==> src/rtl/uart_rx_core.sv <==
// uart_rx_core: 8O1 asynchronous serial receiver.
// The raw line is synchronized into clk. Each bit is then sampled once at
// mid-bit. A good frame produces one rdata_vld pulse with the byte on rdata.
// Frames with a parity or stop-bit error are dropped silently.
module uart_rx_core #(
    parameter int CLK_FREQ     = 100_000_000,
    parameter int BAUD_RATE    = 115200,
    parameter int CLKS_PER_BIT = (CLK_FREQ + BAUD_RATE / 2) / BAUD_RATE
) (
    input  logic       clk,
    input  logic       rst,
    input  logic       uart_rx,
    output logic       rdata_vld,
    output logic [7:0] rdata
);

    localparam int CNT_W = (CLKS_PER_BIT > 1) ? $clog2(CLKS_PER_BIT) : 1;
    localparam logic [CNT_W-1:0] CNT_LAST = CNT_W'(CLKS_PER_BIT - 1);
    localparam logic [CNT_W-1:0] CNT_HALF = CNT_W'((CLKS_PER_BIT - 1) / 2);

    typedef enum logic [2:0] {
        IDLE,
        START,
        DATA,
        PARITY,
        STOP
    } state_t;

    state_t           state_q;
    state_t           state_d;
    logic             rx_meta;
    logic             rx_s;
    logic [CNT_W-1:0] cnt;
    logic [2:0]       bit_idx;
    logic [7:0]       shift;
    logic             perr;
    logic             cnt_clr;
    logic             shift_en;
    logic             par_en;
    logic             load_en;

    // Odd parity check: the result is 1 when data plus parity holds an even number of ones.
    function automatic logic odd_parity_err(input logic [7:0] d, input logic p);
        return (^d) ^ p ^ 1'b1;
    endfunction

    // Two-flop synchronizer for the asynchronous line. It resets to idle-high.
    always_ff @(posedge clk or posedge rst) begin
        if (rst) begin
            rx_meta <= 1'b1;
            rx_s    <= 1'b1;
        end else begin
            rx_meta <= uart_rx;
            rx_s    <= rx_meta;
        end
    end

    // FSM state register.
    always_ff @(posedge clk or posedge rst) begin
        if (rst) begin
            state_q <= IDLE;
        end else begin
            state_q <= state_d;
        end
    end

    // Next-state logic and per-cycle control strobes for the datapath.
    always_comb begin
        state_d  = state_q;
        cnt_clr  = 1'b0;
        shift_en = 1'b0;
        par_en   = 1'b0;
        load_en  = 1'b0;
        case (state_q)
            IDLE: begin
                cnt_clr = 1'b1;
                // A comparison against X is not true, so an unknown line stays idle.
                if (rx_s == 1'b0) begin
                    state_d = START;
                end
            end
            START: begin
                // Re-check the start bit at mid-bit. Clearing the counter here
                // places every later sample at mid-bit as well.
                if (cnt == CNT_HALF) begin
                    cnt_clr = 1'b1;
                    state_d = (rx_s == 1'b0) ? DATA : IDLE;
                end
            end
            DATA: begin
                if (cnt == CNT_LAST) begin
                    cnt_clr  = 1'b1;
                    shift_en = 1'b1;
                    if (bit_idx == 3'd7) begin
                        state_d = PARITY;
                    end
                end
            end
            PARITY: begin
                if (cnt == CNT_LAST) begin
                    cnt_clr = 1'b1;
                    par_en  = 1'b1;
                    state_d = STOP;
                end
            end
            STOP: begin
                // Leave right after the stop sample, so the receiver is ready
                // half a bit early for a back-to-back frame.
                if (cnt == CNT_LAST) begin
                    cnt_clr = 1'b1;
                    load_en = rx_s && !perr;
                    state_d = IDLE;
                end
            end
            default: begin
                state_d = IDLE;
            end
        endcase
    end

    // Bit-period counter and data bit index.
    always_ff @(posedge clk or posedge rst) begin
        if (rst) begin
            cnt     <= '0;
            bit_idx <= 3'd0;
        end else begin
            if (cnt_clr) begin
                cnt <= '0;
            end else begin
                cnt <= cnt + 1'b1;
            end
            if (state_q != DATA) begin
                bit_idx <= 3'd0;
            end else if (shift_en) begin
                bit_idx <= bit_idx + 3'd1;
            end
        end
    end

    // Capture the data bits LSB first, then record the parity verdict.
    always_ff @(posedge clk or posedge rst) begin
        if (rst) begin
            shift <= 8'h00;
            perr  <= 1'b0;
        end else begin
            if (shift_en) begin
                shift[bit_idx] <= rx_s;
            end
            if (par_en) begin
                perr <= odd_parity_err(shift, rx_s);
            end
        end
    end

    // Output register. rdata holds the last good byte, and rdata_vld is a one-clock pulse.
    always_ff @(posedge clk or posedge rst) begin
        if (rst) begin
            rdata_vld <= 1'b0;
            rdata     <= 8'h00;
        end else begin
            rdata_vld <= load_en;
            if (load_en) begin
                rdata <= shift;
            end
        end
    end

endmodule

==> config.mk <==
export PLATFORM = sky130hd
export DESIGN_NAME = uart_rx_core
export DESIGN_NICKNAME = d
export VERILOG_FILES = /design/src/rtl/uart_rx_core.sv
export SDC_FILE = /design/constraint.sdc
export NUM_CORES = 1
export LEC_CHECK = 0
export ABC_AREA = 0
export CAP_MARGIN = 15
export CORE_MARGIN = 2
export CORE_UTILIZATION = 62
export DETAILED_ROUTE_END_ITERATION = 8
export GPL_ROUTABILITY_DRIVEN = 0
export GPL_TIMING_DRIVEN = 1
export HOLD_SLACK_MARGIN = 0.03
export PLACE_DENSITY = 0.92
export SYNTH_ARGS = -nofsm -noshare
export SYNTH_HDL_FRONTEND = slang
export SYNTH_SLANG_ARGS = --single-unit
==> constraint.sdc <==
create_clock -name clk -period 5.42 [get_ports clk]
set_clock_uncertainty 0.05 [all_clocks]
set_input_delay 0.542 -clock clk [delete_from_list [all_inputs] [get_ports clk]]
set_output_delay 0.542 -clock clk [all_outputs]
set_load 0.01 [all_outputs]
==> run metrics <==
Layout Nets=181; htree depth=2; hold crit path type=reg2reg; area growth from synthesis to layout=10.99%; drt drc=0; post-synthesis cell area=1764 um2; global-route wire length before repair=between 5000 and 6000 um; Post-Route Setup TNS=0 ns; Worst setup SP type=flop; CP bufs+invs=0; clk sinks=36; Diodes inserted=0; largest net degree at the start of global routing=27; final hold slack=0.3182 ns; Root Driver=clkbuf_4; Final ANT Viol Nets=0; synthesis-stage register bit count=36; Initial DRC Count=42; post-synth top area share=0.4823; critical path peak fanout=9; Worst Tran Pin Value=roughly 0.65 ns; Peak VDD IR=approximately 0.23 mV; final core occ=0.7162; Worst Path Required=~5.6 ns; CTS Buf Count=5; Post-synth EDFFs=0; Synthesized Nets=166; Ys Warns=0; FMAX=about 430 MHz; Reg clk slew, reported paths=between 0.1 and 0.15 ns; placed cell areas=approximately 1900 um2; MaxCap Viol Count=0; ys async rst share=1.000; final instance area=1958 um2; Worst Path Arrival=between 2 and 3 ns; Critical-path top delay cell=nor4b_4; hold_buf cts=0; Pwr per Cell Area=~210 nW/um2; clk_lat worst skew=~0.34 ns; WL per Instance=approximately 15 um; fin crit period=2.332 ns; die area=3288 um2; via count=~1200; post-DP HPWL=around 2200 um; ratio of cells with drive above 1 in the final layout=0.1714; RSZ-0062 raised after global routing=no; initial antenna violation count=0; CP peak stage delay=about 0.64 ns; Yosys cell types=36; post-CTS setup buffer count=0; final setup vio count=0; Fin. Hold Viols=0; synthesized area per cell=between 10 and 15 um2; die width=~57 um; post-route clock period utilization=0.4303; initial core utilization=0.6453; num ports=12; GR Overflow Total=0; Post-Syn Instances=159; WS Path Type=reg2reg; Tot GR Track Use=0.2161; CP delay by family, top=simple AND/OR/NAND/NOR gates; Via density=roughly 5.8; fillers=roughly 180; Placeable Area=2734 um2; Slew Limit Fails=0; post-CTS sizing=0; largest area contributor in the netlist=dfrtp_1; drt total wl=around 3000 um; DP Worst Slack=3.103 ns; Core Rows=19; Final WS setup=3.088 ns; number of detailed-route iterations in the first pass=6; Clock Tree Buf Depth=2; critical path, cell by cell=ha_1, and4bb_2, nand3_2, nor4b_4, mux2_2; worst rel slew slack=0.5681; CP endpoint kind=flop; Seq/Total Area, Yosys=0.5121; CTS tree=yes; Post-synth top flop=dfrtp_1; outcome=complete, no violations; synth top area cells=dfrtp_1 (48%), mux2_2 (9.6%), xnor2_1 (5.5%); Die Height=~57 um; vias in the first global route=approximately 1200; port bufs=11; P_leak=0.8801 nW
-- sequential cells by signal, summed over array words and instances, names as in the netlist --
register   flops
state_q        3
bit_idx        3
perr           1
rdata          8
rdata_vld      1
shift          8
cnt           10
rx_s           1
rx_meta        1
-- routing by layer --
metal	GRT usage	vias up	part of all wire
met4	0.1096	0	0.022
met1	0.2907	589	0.46
met3	0.05442	7	0.037
li1	-	580	-
met5	0	-	0
met2	0.3263	23	0.48
-- cell type report --
| type | count | area [um2] | area share |
|---|---|---|---|
| clock inverters | 1 | 8.758 | 0.004473 |
| repair buffers | 12 | 117.6 | 0.06006 |
| clock buffers | 7 | 45.04 | 0.02300 |
| flip-flops and latches | 36 | 903.4 | 0.4613 |
| inverters | 5 | 18.77 | 0.009585 |
| well taps | 31 | 38.79 | 0.01981 |
| multi-input cells | 114 | 825.8 | 0.4217 |
-- power breakdown --
group,leakage (nW),total (mW),internal (mW),switching (mW)
Clock,0.0295,0.140,0.0521,0.0876
Sequential,0.481,0.271,0.270,0.00133
Combinational,0.369,0.00865,0.00275,0.00590
Total,0.880,0.420,0.325,0.0949
-- logic make-up (layout without fill, tap and decap cells) --
group / after synthesis / in the layout / synth area share
AO/OA/AOI/OAI: 13 / 13 / 0.04681
flip-flops: 36 / 36 / 0.5121
buffers and inverters: 9 / 25 / 0.01986
AND/OR/NAND/NOR: 65 / 65 / 0.2113
XOR/XNOR: 16 / 16 / 0.07943
multiplexers: 16 / 16 / 0.1021
adder cells (fa/ha/maj): 4 / 4 / 0.02837
-- placed cells by master (no fill, tap or decap), drive strengths merged --
master	n
nand4	3
and2	2
buf	1
dfrtp	34
xnor2	11
nor2	18
nand3	8
clkinv	1
o2bb2ai	1
mux2	16
nor3b	5
a2111o	1
nand2b	1
nand2	15
clkdlybuf4s50	11
or4	1
clkbuf	7
a22oi	1
nor3	2
and4bb	1
nor4b	1
dfstp	2
nand3b	2
o211ai	1
or4b	1
and3	1
o21ai	4
nor2b	2
or3	1
ha	4
xor2	5
inv	5
a21oi	4
o21a	1
or3b	1
-- metrics by stage --
step,std cells,power (mW)
4_1_cts,206,0.4235
5_1_grt,206,0.4325
2_1_floorplan,159,0.2814
3_5_place_dp,198,0.2854
3_3_place_gp,198,0.2849
6_report,206,0.4195
-- Yosys cell counts, drive strengths merged, types with 2 or more instances --
library cell	instances
nor3	2
clkbuf	3
nand3b	2
nor2	18
nand2	15
xor2	5
a21oi	4
o21ai	4
nand4	3
nand3	8
nor2b	2
xnor2	11
dfrtp	34
mux2	16
dfstp	2
and2	2
ha	4
inv	5
nor3b	5
-- path summary, 6_finish.rpt --
kind	start	slack [ns]	endpoint	cells after the start
max	cnt[0]	3.09	rdata[1]	5
min	rx_meta	0.32	rx_s	0
max reg2reg	cnt[0]	3.09	rdata[1]	5
min reg2reg	rx_meta	0.32	rx_s	0
max in group asynchronous	rst	4.19	rx_meta	3
min in group asynchronous	rst	0.42	cnt[6]	2
Power figures use the tool's default switching activity.
